File: src/rtl/bcd_entry_to_bin_pkg.sv
// Shared types and constants for the BCD-entry to binary converter.
// The saturating output build is selected with BCD2BIN_SATURATE_EN in the top.
package bcd_entry_to_bin_pkg;

    typedef enum logic [1:0] {
        IDLE  = 2'd0,
        SHIFT = 2'd1,
        DONE  = 2'd2
    } conv_state_t;

    localparam int                   BCD_DIGIT_W = 4;
    localparam logic [BCD_DIGIT_W-1:0] BCD_MAX    = 4'd9;
    localparam logic [BCD_DIGIT_W-1:0] FIX_THRESH = 4'd8;
    localparam logic [BCD_DIGIT_W-1:0] FIX_SUB    = 4'd3;

    // Width of a counter that has to reach n inclusive.
    function automatic int cnt_width(input int n);
        return $clog2(n + 1);
    endfunction

endpackage

File: src/rtl/bcd_entry_to_bin_sub3.sv
// One reverse double-dabble correction cell: a nibble at or above 8 after a
// right shift has borrowed a ten-weight bit that belongs in the digit below.
module bcd_entry_to_bin_sub3
    import bcd_entry_to_bin_pkg::*;
(
    input  logic [BCD_DIGIT_W-1:0] digit,
    output logic [BCD_DIGIT_W-1:0] fixed
);

    // Subtract-3 correction, the inverse of the display path's add-3 cell.
    always_comb begin
        fixed = digit;
        if (digit >= FIX_THRESH) begin
            fixed = digit - FIX_SUB;
        end else begin
            fixed = digit;
        end
    end

endmodule

File: src/rtl/bcd_entry_to_bin.sv
// Sequential packed-BCD to binary converter, one accumulator bit per clock.
// Build option: define BCD2BIN_SATURATE_EN to clamp bin_out to all ones on overflow.
module bcd_entry_to_bin
    import bcd_entry_to_bin_pkg::*;
#(
    parameter int N_DIGITS = 3,
    parameter int INT_W    = 10,
    parameter int OUT_W    = 8
) (
    input  logic                            clk,
    input  logic                            rst_n,
    input  logic                            start,
    input  logic [BCD_DIGIT_W*N_DIGITS-1:0] bcd_in,
    output logic                            busy,
    output logic                            done,
    output logic [OUT_W-1:0]                bin_out,
    output logic                            overflow,
    output logic                            bad_digit
);

    localparam int               BCD_W   = BCD_DIGIT_W * N_DIGITS;
    localparam int               CNT_W   = cnt_width(INT_W);
    localparam logic [INT_W-1:0] OUT_MAX = INT_W'((2 ** OUT_W) - 1);

    conv_state_t      state_r, state_s;
    logic [BCD_W-1:0] bcd_r, bcd_s;
    logic [INT_W-1:0] acc_r, acc_s;
    logic [CNT_W-1:0] cnt_r, cnt_s;
    logic             bad_r, bad_s;

    logic [BCD_W-1:0] shift_bcd_s;
    logic [BCD_W-1:0] fix_bcd_s;
    logic [INT_W-1:0] shift_acc_s;
    logic             ovf_s;
    logic [OUT_W-1:0] result_s;

    logic             busy_r, done_r, overflow_r, bad_digit_r;
    logic [OUT_W-1:0] bin_out_r;

    function automatic logic any_bad_nibble(input logic [BCD_W-1:0] b);
        logic bad;
        bad = 1'b0;
        for (int i = 0; i < N_DIGITS; i++) begin
            if (b[i*BCD_DIGIT_W +: BCD_DIGIT_W] > BCD_MAX) begin
                bad = 1'b1;
            end else begin
                bad = bad;
            end
        end
        return bad;
    endfunction

    assign shift_bcd_s = bcd_r >> 1;
    assign shift_acc_s = {bcd_r[0], acc_r[INT_W-1:1]};

    for (genvar g = 0; g < N_DIGITS; g++) begin : g_fix
        bcd_entry_to_bin_sub3 u_sub3 (
            .digit (shift_bcd_s[g*BCD_DIGIT_W +: BCD_DIGIT_W]),
            .fixed (fix_bcd_s[g*BCD_DIGIT_W +: BCD_DIGIT_W])
        );
    end

    assign ovf_s = (acc_r > OUT_MAX);

`ifdef BCD2BIN_SATURATE_EN
    assign result_s = ovf_s ? {OUT_W{1'b1}} : acc_r[OUT_W-1:0];
`else
    assign result_s = acc_r[OUT_W-1:0];
`endif

    // State, working register and iteration counter.
    always_ff @(posedge clk or negedge rst_n) begin
        if (!rst_n) begin
            state_r <= IDLE;
            bcd_r   <= '0;
            acc_r   <= '0;
            cnt_r   <= '0;
            bad_r   <= 1'b0;
        end else begin
            state_r <= state_s;
            bcd_r   <= bcd_s;
            acc_r   <= acc_s;
            cnt_r   <= cnt_s;
            bad_r   <= bad_s;
        end
    end

    // Next state and datapath. An invalid entry spends one SHIFT cycle without
    // shifting so the result is decided from the captured digits, not live input.
    always_comb begin
        state_s = state_r;
        bcd_s   = bcd_r;
        acc_s   = acc_r;
        cnt_s   = cnt_r;
        bad_s   = bad_r;
        case (state_r)
            IDLE: begin
                if (start) begin
                    bcd_s   = bcd_in;
                    acc_s   = '0;
                    cnt_s   = '0;
                    bad_s   = any_bad_nibble(bcd_in);
                    state_s = SHIFT;
                end else begin
                    state_s = IDLE;
                end
            end
            SHIFT: begin
                if (bad_r) begin
                    state_s = DONE;
                end else begin
                    bcd_s = fix_bcd_s;
                    acc_s = shift_acc_s;
                    cnt_s = cnt_r + CNT_W'(1);
                    if (cnt_r == CNT_W'(INT_W - 1)) begin
                        state_s = DONE;
                    end else begin
                        state_s = SHIFT;
                    end
                end
            end
            DONE: begin
                state_s = IDLE;
            end
            default: begin
                state_s = IDLE;
            end
        endcase
    end

    // Registered handshake and result outputs.
    always_ff @(posedge clk or negedge rst_n) begin
        if (!rst_n) begin
            busy_r      <= 1'b0;
            done_r      <= 1'b0;
            bin_out_r   <= '0;
            overflow_r  <= 1'b0;
            bad_digit_r <= 1'b0;
        end else begin
            busy_r <= (state_s != IDLE);
            done_r <= (state_r == DONE);
            if (state_r == DONE) begin
                bin_out_r   <= bad_r ? '0 : result_s;
                overflow_r  <= !bad_r && ovf_s;
                bad_digit_r <= bad_r;
            end else begin
                bin_out_r   <= bin_out_r;
                overflow_r  <= overflow_r;
                bad_digit_r <= bad_digit_r;
            end
        end
    end

    assign busy      = busy_r;
    assign done      = done_r;
    assign bin_out   = bin_out_r;
    assign overflow  = overflow_r;
    assign bad_digit = bad_digit_r;

endmodule
File: config.mk
export PLATFORM = sky130hd
export DESIGN_NAME = bcd_entry_to_bin
export DESIGN_NICKNAME = d
export VERILOG_FILES = /design/src/rtl/bcd_entry_to_bin_pkg.sv /design/src/rtl/bcd_entry_to_bin_sub3.sv /design/src/rtl/bcd_entry_to_bin.sv
export SDC_FILE = /design/constraint.sdc
export NUM_CORES = 1
export LEC_CHECK = 0
export BUFFER_PORTS_ARGS = -buffer_cell sky130_fd_sc_hd__buf_2
export CAP_MARGIN = 20
export CORE_UTILIZATION = 30
export DETAILED_ROUTE_END_ITERATION = 10
export PLACE_DENSITY = 0.46
export SYNTH_ARGS = -nofsm -noshare
export SYNTH_HDL_FRONTEND = slang
export SYNTH_SLANG_ARGS = --single-unit
File: constraint.sdc
create_clock -name clk -period 2.02 [get_ports clk]
set_input_delay 0.101 -clock clk [delete_from_list [all_inputs] [get_ports clk]]
set_output_delay 0.101 -clock clk [all_outputs]
set_load 0.02 [all_outputs]
---- Word level (Yosys, flattened, before mapping) ----
Index checks and enable logic that the tools add are counted.
storage, ports and cells
  bits in registers ....................... 41
  input bits .............................. 15
  output and inout port bits .............. 12
operators by class
  reductions and logical operators ........ 7
  muxes and demuxes ....................... 20
  $add $sub $neg .......................... 4
  magnitude comparators ................... 7
  eq/ne operators ......................... 5
operators with widths
  operator             number
  $mux 12              2
  $pmux 12 s2          1
  $mux 10              2
  $mux 4               5
  $pmux 10 s2          1
  $gt 4x4->1 const B   3
  $gt 10x8->1 const B  1
  $ge 4x4->1 const B   2
  $mux 8               1
  $pmux 4 s2           1
  $sub 4x2->4 const B  2
  $add 4x1->4 const B  1
  $eq 4x4->1 const B   1
  $ge 3x4->1 const B   1
  $mux 1               4
  $mux 2               2
  $ne 2x2->1 const B   2
  $pmux 2 s2           1
  $reduce_bool 2->1    2
  $sub 3x2->4 const B  1
  $reduce_and 3->1     1
  $eq 2x1->1 const B   1
  $eq 2x2->1 const B   1
  $logic_not 2->1      1
  3 further kinds      3

---- Logic depth before layout (Yosys ltp) ----
  word-level depth ........................ 5
  gate-level depth with buffers ........... 6

---- Modules after synthesis ----
A second synthesis with hierarchy kept.
second synthesis, totals
  cells, all modules ...................... 192
  area, all modules ....................... 1985.7 um^2
modules (own cells, without submodules)
  module                 cells each  area each (um^2)  instances
  bcd_entry_to_bin       159         1756.7            1
  bcd_entry_to_bin_sub3  11          76.3              3

---- Worst setup path before layout ----
Ideal clock, no wire load.
  kind .................................... register to register
  start point ............................. register state_r[1]
  end point ............................... register bcd_r[1]
  arrival ................................. 1.257 ns
  cell stages (with the launch flop) ...... 5
  path buffers ............................ 1
  slack ................................... 0.637 ns
  required time ........................... 1.894 ns
  path through ............................ dfrtp_1 nor3b_2 nor2_1 buf_6 a221o_1
on the way
  word-level cells in the longest chain between the ends .. 3
  elaborated cells between the ends (all ways) .. 7
RTL lines
  item                                                       RTL line                source
  start: declaration                                         bcd_entry_to_bin.sv:25  conv_state_t state_r, state_s;
  start signal: assignment                                   bcd_entry_to_bin.sv:80  state_r <= state_s;
  $eq 2x1->1 or $logic_not 2->1 (tied branches)              bcd_entry_to_bin.sv:96  case (state_r)
  $ne 2x2->1 (no line) or $reduce_bool 2->1 (tied branches)  -
  $reduce_and 3->1 (no line)                                 -
  end signal: assignment                                     bcd_entry_to_bin.sv:81  bcd_r <= bcd_s;
  end: declaration                                           bcd_entry_to_bin.sv:26  logic [BCD_W-1:0] bcd_r, bcd_s;
Several ways; a longest one is shown, not always the timed one.
A chain may end at the register's enable or synchronous reset.

---- Worst setup path after layout ----
  start point ............................. register bad_r
  end point ............................... register bcd_r[5]
on the way
  word-level cells in the longest chain between the ends .. 2
RTL lines
  item                        RTL line                source
  start: declaration          bcd_entry_to_bin.sv:29  logic bad_r, bad_s;
  start signal: assignment    bcd_entry_to_bin.sv:84  bad_r <= bad_s;
  $ne 2x2->1 (no line)        -
  $reduce_and 3->1 (no line)  -
Every way passes these cells.

==> metrics <==
Max clock buf depth 2; clock skew 5.52 ps; post-DR vias/cell 4.75; post-CTS setup buffer count 0; DR pass1 iterations 4; layout cells sized above 1 0.214; most numerous cell in the Yosys netlist dfrtp_1; top cell type by total area after synthesis dfrtp_1; row cnt 28; total negative slack 0 ps; Area contributors post-synth dfrtp_1 54%, a22o_1 5.1%, mux2i_1 4.7%, nand2b_1 4.3%, nand2_1 4.1%; final hold vios 0; reg2reg start bad_r$_DFFE_PN0P_; Setup CP Type register to register; Die H 81.6 um; placed instance area 2120 um2; wire per inst 13.3 um; Starting Density 0.316; startpoint class of the critical path register; Syn Inst Count 177; Seq/Total Area, Yosys 0.539; static leakage 1.09 nW; asr flop ratio synth 1.00; Critical Path Start bad_r$_DFFE_PN0P_; Worst-Margin Slew 481 ps; Detailed Place HPWL 2790 um; fmax 632 MHz; synthesized area 1900 um2; DIE WIDTH 81.6 um; GPL Wtd Cong 0.772; outcome finished, final reports clean; DRT Wirelength 3790 um; first-pass GRT wire length 6490 um; antenna viol nets, final 0; Nets 230; WHS 61.2 ps; initial DRC count 57; min-delay worst type primary input to register; CTS clk-pin slew, worst paths 70 ps; final instance area 2240 um2; Max Cap Viol 0; Worst Path Max Fanout 16; CTS tree built; Post-synth top flop dfrtp_1; Period minus WS final 1580 ps; Syn-to-layout area delta 17.9%; fillers 634; EDFF count, synth 0; # DRC 0; #FFs+latches synth 41; clk sink count 41; Inserted Diodes 0; Req. time, crit path 2230 ps; PwrDens 1450 nW/um2; Syn. warnings 0; top cell type's share of synthesized area 0.539; number of H-tree levels 2; crit end category register; largest net degree at the start of global routing 28; area of the die 6670 um2; # setup viols final 0; grt ovf 0; initial antenna violation count 0; DR vias 1,353; CTS Hold Bufs 1; Gates resized, CTS repair 0; syn avg cell area 10.8 um2; final period utilization 0.784; commonest cells in the netlist 41 x dfrtp_1, 21 x nand2_1, 13 x nand2b_1, 13 x nor2_1, 12 x o21ai_0; Worst VDD drop 0.512 mV; Port Buffers 26; final core occ 0.372; Core Box Area 6030 um2; CTS Buf Count 5; fin. max-slew vios 0; max_slew headroom 0.679; GRT Overall Usage 0.133; hold_sp bcd_in[11]; CP Data Arrival Time 1790 ps; io pins 27; CTS root buffer clkbuf_8; vias in the first global route 1,333; Mapped Nets 198; Clk Latency, worst-skew pair 290 ps; unrepaired setup endpoints after global routing false; post-synthesis cell type count 30
-- layout by cell type (no fill, tap or decap), types with 8 or more instances in the layout --
cell,count
nor2_1,13
nand2_1,21
o21ai_0,12
o21ai_1,8
buf_2,26
a22o_1,11
mux2i_1,9
nand2b_1,13
a21oi_1,8
dfrtp_1,41
-- per-layer routing --
| layer | wire, um | track usage | vias to the layer above |
|---|---|---|---|
| met5 | 0 | 0 | - |
| li1 | - | - | 666 |
| met2 | 1910 | 0.223 | 33 |
| met4 | 27 | 0.0526 | 0 |
| met3 | 187 | 0.0400 | 2 |
| met1 | 1670 | 0.160 | 652 |
-- registers in the layout, summed over array words and instances (netlist names) --
name and count:
state_r 2, overflow 1, busy 1, bcd_r 12, cnt_r 4, bad_r 1, done 1, bin_out 8
bad_digit 1, acc_r 10
-- where the power goes --
group | switching, mW | internal (mW)
Sequential | 0.286 | 1.07
Clock | 0.270 | 0.403
Combinational | 0.667 | 0.558
-- cell type report --
cell class                 instances  area, um2  area share
clock buffer                       7       86.3      0.0385
clock inverter                     1       30.0      0.0134
inverter                           6       22.5      0.0100
multi-input combinational        121        792       0.353
sequential                        41       1030       0.457
tap                               75       93.8      0.0418
timing repair buffer              34        193      0.0859
-- final timing paths --
kind,to,slack (ps),cells after the start
min in group asynchronous,cnt_r[3]$_DFFE_PN0P_,260,2
setup reg to reg,bcd_r[5]$_DFFE_PN0P_,440,5
max in group asynchronous,state_r[0]$_DFF_PN0_,1100,3
hold reg to reg,bin_out[5]$_DFFE_PN0P_,480,2
setup / recovery,bcd_r[5]$_DFFE_PN0P_,440,5
hold / removal,bcd_r[11]$_DFFE_PN0P_,60,2
-- through the flow --
stage,power [mW],std cells,setup slack (ps)
2_1_floorplan,2.30,177,637
3_3_place_gp,2.58,276,526
3_5_place_dp,2.62,276,447
4_1_cts,3.32,285,426
5_1_grt,3.53,285,289
6_report,3.25,285,437
-- worst max-delay path, cell delays in order, from the launching register on --
cell     delay [ps]
dfrtp_1         640
nor3b_4          90
nor2_1          350
buf_4           260
nand2_1          60
o21ai_1          90
-- cell families after synthesis --
| kind of cell | Yosys count | synth area share |
|---|---|---|
| simple gates | 55 | 0.152 |
| compound gates | 44 | 0.144 |
| flops | 41 | 0.539 |
| buf+inv | 15 | 0.0447 |
| mux | 10 | 0.0533 |
| xor+xnor | 6 | 0.0276 |
| fa+ha+maj | 6 | 0.0394 |
No activity file was read; power rests on OpenSTA's default activity.
